==> src/rtl/ipu_pkg.sv <==
// Shared IPU capture definitions: capture FSM states and default widths.
package ipu_pkg;

  localparam int DIV_W_DEF = 4;
  localparam int CNT_W_DEF = 16;

  typedef enum logic [1:0] {
    ARM,
    IDLE,
    PASS,
    SKIP
  } state_t;

endpackage

==> src/rtl/fval_edge_detect.sv <==
// Frame-valid edge detector with optional 2-flop input synchroniser.
// Define FRAME_DECIMATOR_SYNC_EN to synchronise FVAL/LVAL/DVAL first.
module fval_edge_detect (
  input  logic iCLK,
  input  logic iRST,
  input  logic iFVAL,
  input  logic iLVAL,
  input  logic iDVAL,
  output logic fval,
  output logic lval,
  output logic dval,
  output logic sof,
  output logic eof
);

  logic fval_q;

`ifdef FRAME_DECIMATOR_SYNC_EN
  logic [2:0] sync1, sync2;

  always_ff @(posedge iCLK or posedge iRST) begin
    if (iRST) begin
      sync1 <= '0;
      sync2 <= '0;
    end else begin
      sync1 <= {iFVAL, iLVAL, iDVAL};
      sync2 <= sync1;
    end
  end

  assign {fval, lval, dval} = sync2;
`else
  assign fval = iFVAL;
  assign lval = iLVAL;
  assign dval = iDVAL;
`endif

  always_ff @(posedge iCLK or posedge iRST) begin
    if (iRST) fval_q <= 1'b0;
    else      fval_q <= fval;
  end

  assign sof = fval & ~fval_q;
  assign eof = ~fval & fval_q;

endmodule

==> src/rtl/frame_decimator.sv <==
// Frame-rate decimator: passes one sensor frame in every iDIV.
// Define FRAME_DECIMATOR_SYNC_EN for synchronised sensor strobes.
module frame_decimator
  import ipu_pkg::*;
#(
  parameter int DIV_W = DIV_W_DEF,
  parameter int CNT_W = CNT_W_DEF
) (
  input  logic             iCLK,
  input  logic             iRST,
  input  logic             iFVAL,
  input  logic             iLVAL,
  input  logic             iDVAL,
  input  logic             iEnable,
  input  logic [DIV_W-1:0] iDIV,
  output logic             oFVAL,
  output logic             oLVAL,
  output logic             oDVAL,
  output logic             oFrame_En,
  output logic             oSOF,
  output logic             oEOF,
  output logic [CNT_W-1:0] oRx_Cnt,
  output logic [CNT_W-1:0] oPass_Cnt
);

  logic fval, lval, dval, sof, eof;

  fval_edge_detect u_edge (
    .iCLK  (iCLK),
    .iRST  (iRST),
    .iFVAL (iFVAL),
    .iLVAL (iLVAL),
    .iDVAL (iDVAL),
    .fval  (fval),
    .lval  (lval),
    .dval  (dval),
    .sof   (sof),
    .eof   (eof)
  );

  state_t           state, state_nxt;
  logic [DIV_W-1:0] phase, phase_nxt, div_q;
  logic [DIV_W:0]   ph_inc;
  logic             div_chg, pass_ok, take, gate;

  always_comb begin
    div_chg   = (iDIV != div_q);
    pass_ok   = iEnable && (iDIV != '0) && ((phase == '0) || div_chg);
    ph_inc    = div_chg ? (DIV_W+1)'(1) : {1'b0, phase} + 1'b1;
    phase_nxt = phase;
    // >= rather than == keeps phase sane after a divisor shrink while disabled
    if (iEnable && (iDIV != '0))
      phase_nxt = (ph_inc >= {1'b0, iDIV}) ? '0 : ph_inc[DIV_W-1:0];
    take      = (state == IDLE) && sof;
    gate      = (state == PASS) || (take && pass_ok);
    state_nxt = state;
    unique case (state)
      ARM:  if (!fval) state_nxt = IDLE;
      IDLE: if (sof)   state_nxt = pass_ok ? PASS : SKIP;
      PASS: if (eof)   state_nxt = IDLE;
      SKIP: if (eof)   state_nxt = IDLE;
      default:         state_nxt = ARM;
    endcase
  end

  always_ff @(posedge iCLK or posedge iRST) begin
    if (iRST) state <= ARM;
    else      state <= state_nxt;
  end

  always_ff @(posedge iCLK or posedge iRST) begin
    if (iRST) begin
      phase     <= '0;
      div_q     <= '0;
      oRx_Cnt   <= '0;
      oPass_Cnt <= '0;
      oFVAL     <= 1'b0;
      oLVAL     <= 1'b0;
      oDVAL     <= 1'b0;
      oSOF      <= 1'b0;
      oEOF      <= 1'b0;
    end else begin
      if (take) begin
        oRx_Cnt <= oRx_Cnt + 1'b1;
        div_q   <= iDIV;
        phase   <= phase_nxt;
      end
      if ((state == PASS) && eof)
        oPass_Cnt <= oPass_Cnt + 1'b1;
      oFVAL <= fval & gate;
      oLVAL <= lval & gate;
      oDVAL <= dval & gate;
      oSOF  <= take & pass_ok;
      oEOF  <= (state == PASS) & eof;
    end
  end

  // PASS spans exactly the cycles where the gated oFVAL is high
  assign oFrame_En = (state == PASS);

endmodule

==> config.mk <==
export PLATFORM = sky130hd
export DESIGN_NAME = frame_decimator
export DESIGN_NICKNAME = d
export VERILOG_FILES = /design/src/rtl/ipu_pkg.sv /design/src/rtl/fval_edge_detect.sv /design/src/rtl/frame_decimator.sv
export SDC_FILE = /design/constraint.sdc
export NUM_CORES = 1
export LEC_CHECK = 0
export CAP_MARGIN = 25
export CORE_MARGIN = 1
export CORE_UTILIZATION = 45
export DETAILED_ROUTE_END_ITERATION = 8
export PLACE_DENSITY = 0.75
export SYNTH_ARGS = -nofsm -noshare
export SYNTH_HDL_FRONTEND = slang
export SYNTH_SLANG_ARGS = --single-unit
==> constraint.sdc <==
create_clock -name iCLK -period 2.2 [get_ports iCLK]
set_clock_uncertainty 0.15 [all_clocks]
set_input_delay 0.22 -clock iCLK [delete_from_list [all_inputs] [get_ports iCLK]]
set_output_delay 0.22 -clock iCLK [all_outputs]
set_load 0.01 [all_outputs]
==> impl_metrics.yaml <==
status:
  violations: "setup timing"
  status: "finished with violations"
synthesis:
  synthArstFlopShare_pct: 100.0
  synthFlopType: "dfrtp_1"
  synth_seq_cells: 48
  synth.distinct_cells: 30
  synth_edf_count: 0
  synth_seq_area_share_pct: 53.36
  synth.avg_cell_area_sq_um: 11.48
  yosysWarnings: 0
  syn_area_sq_um: 2251
  synthCells: 196
  synth_nets: 214
floorplanning:
  core_sq_um: 4755
  fp.dieW_microns: 72.73
  rows: 25
  io_pins: 48
  dieArea_sq_um: 5289
  initial_utilization_pct: 47.34
  die-height_microns: 72.73
timing:
  tns_ps: -56.71
  setup_viol: 2
  maxSlewHeadroom_pct: 82.54
  max_freq_ghz: 0.4465
  layout_worst_path_cycle_share_pct: 101.8
  period_needed_ps: 2240
  final_hold_viol_count: 0
  worst-slew-pin-transition_ps: 261.9
  grt_setup_unrepaired: "yes"
  slew_viol_final: 0
  setup_ws_ps: -39.77
  whs_ps: 144.2
placed_design:
  portBuffers: 47
  dp_hpwl_mm: 3.033
  dp_slack_ps: -315.3
  gp_congestion: 0.8154
worst_setup_path:
  crit_arrival_ps: 2330
  critPathSlowestCell: "clkdlybuf4s50_1"
  path_cells: "clkdlybuf4s50_1 -> xnor2_2 -> and4_1 -> and2_4 -> ha_4 -> a2111o_1 -> a21oi_2 -> a32o_1"
  cp_num_buf_inv: 1
  critical_path.max_fanout: 2
  worstPathRequired_ps: 2290
  crit_family: "compound AO/OA/AOI/OAI gates"
  crit_path_end_kind: "register"
  max_stage_delay_ps: 460
  crit_type: "input port to register"
  start_kind: "input port"
power_and_ir_drop:
  power.switching_uw: 575.5
  intPower_uw: 1503
  powerDensity_nw_per_um2: 677.0
  pwr-share-seq_pct: 52.3
  power.leakage_uw: 0.001455
  power.share.switching_pct: 27.68
  pwr-share-clk_pct: 23.4
  p_comb_share_pct: 24.3
  max-vdd-ir-drop_uv: 436.6
detailed_routing:
  ant_nets: 0
  wirelength_mm: 4.164
  detail_route.wl_per_cell_microns: 12.54
  drtIter0Drc: 28
  via_per_inst: 4.898
  vias: 1626
  drc_errors: 0
  detailedRoute.firstPassIterationCount: 4
min_path:
  min_path_type: "input port to asynchronous set/reset pin"
cells_and_area:
  drive_above_1_share_pct: 16.60
  final_cell_mix: "dfrtp_1, clkdlybuf4s50_1, xnor2_1"
  fill_cells: 399
  final_util_pct: 64.58
  insertedDiodeCount: 0
  final_common_cell: "dfrtp_1"
  area_growth_pct: 36.41
  final_nets: 283
cts:
  cts_sinks: 48
  clockBufferDepth: 2
  clkTransAtPathRegs_ps: 80
  cts_tree: "yes"
  numCtsBuffers: 5
  htree_levels: 2
  clk_latency_ps: 290
  clock-root-buffer: "clkbuf_8"
run:
  drv_cap: 0
global_routing:
  antenna_found_initial: 0
  grt_overflow: 0
  grt_max_degree: 49
  grt_pass1_vias: 1525
  grt_first_pass_wirelength_mm: 6.713
  grt_use_total_pct: 16.67
==> worst paths after layout <==
| check | start | endpoint | slack, ps | depth (start not counted) |
|---|---|---|---|---|
| worst max-delay path | iDIV[0] | phase[1]$_DFFE_PP0P_ | -40 | 8 |
| worst min-delay path | iRST | oFVAL$_DFF_PP0_ | 140 | 3 |
| worst max register to register | div_q[0]$_DFFE_PP0P_ | phase[1]$_DFFE_PP0P_ | -30 | 7 |
| worst min register to register | oRx_Cnt[15]$_DFFE_PP0P_ | oRx_Cnt[15]$_DFFE_PP0P_ | 320 | 1 |
| max in group asynchronous | iRST | oPass_Cnt[10]$_DFFE_PP0P_ | 1550 | 3 |
| min in group iCLK | iDIV[2] | div_q[2]$_DFFE_PP0P_ | 190 | 2 |
==> synthesized netlist by cell type, types with 3 or more instances <==
cell type / count / share of area, %
ha_1: 8 / 4.4
and4_1: 8 / 3.1
xnor2_1: 25 / 9.7
mux2_2: 6 / 3.0
o21ai_0: 4 / 0.89
nor3_1: 3 / 0.67
and3_1: 5 / 1.4
dfrtp_1: 48 / 53
xor2_1: 11 / 4.3
nor2_1: 9 / 1.5
and2_1: 8 / 2.2
nand4_1: 3 / 0.83
nand3_1: 12 / 2.7
a21oi_1: 3 / 0.67
inv_1: 8 / 1.3
nand2_1: 16 / 2.7
==> timing repair <==
action                                  4_1_cts  5_1_grt
hold buffers                                  0        0
buffers inserted                              0        1
pin swaps                                     1       12
resized for setup                             0       12
endpoints found under the setup margin        3        4
==> kinds of logic after synthesis <==
family | count (synthesis) | synth area share (%)
adder cells (fa/ha/maj) | 8 | 4.447
flip-flops | 48 | 53.36
multiplexers | 6 | 3.001
buffers and inverters | 12 | 2.668
AO/OA/AOI/OAI | 12 | 3.557
XOR/XNOR | 36 | 14.01
AND/OR/NAND/NOR | 74 | 18.96
==> tightest hold or removal path: cells and delay by family <==
family | cells | cell delay [ps]
buf+inv | 3 | 750
==> power groups by stage <==
stage | logic (uW) | registers [uW] | clock network, uW
6_report | 506 | 1090 | 486
5_1_grt | 559 | 1110 | 529
4_1_cts | 460 | 1080 | 499
3_3_place_gp | 446 | 1100 | 0
2_1_floorplan | 212 | 1110 | 0
3_5_place_dp | 458 | 1100 | 0
==> area by class of cell <==
| class | instances | area, sq um | area share (%) |
|---|---|---|---|
| well taps | 67 | 83.83 | 2.730 |
| multi-input cells | 136 | 1050 | 34.19 |
| clock buffers | 6 | 72.57 | 2.363 |
| flip-flops and latches | 48 | 1201 | 39.12 |
| clock inverters | 1 | 5.005 | 0.1630 |
| inverters | 8 | 30.03 | 0.9780 |
| repair buffers | 66 | 628.1 | 20.46 |
==> state kept, by name (all words and copies together) (netlist names) <==
name           cells
oPass_Cnt         16
oRx_Cnt           16
div_q              4
phase              4
state              2
oDVAL              1
oEOF               1
oFVAL              1
oLVAL              1
oSOF               1
u_edge.fval_q      1
==> layer usage <==
layer | track usage, % | wire length [microns] | part of all wire, % | up-vias
met1 | 20.49 | 1862 | 45 | 776
met3 | 4.144 | 170 | 4.1 | 7
met2 | 28.56 | 2064 | 50 | 39
li1 | - | - | - | 804
met5 | 0 | 0 | 0 | -
met4 | 5.882 | 65 | 1.6 | 0
==> per-stage QoR <==
stage | power (uW) | cells | instance area [sq um]
after floorplan | 1323 | 196 | 2251
after global placement | 1545 | 324 | 2923
after detailed placement | 1558 | 324 | 2923
after CTS | 2044 | 331 | 3000
after global routing | 2194 | 332 | 3070
final | 2079 | 332 | 3070
No activity file was read; power rests on OpenSTA's default activity.
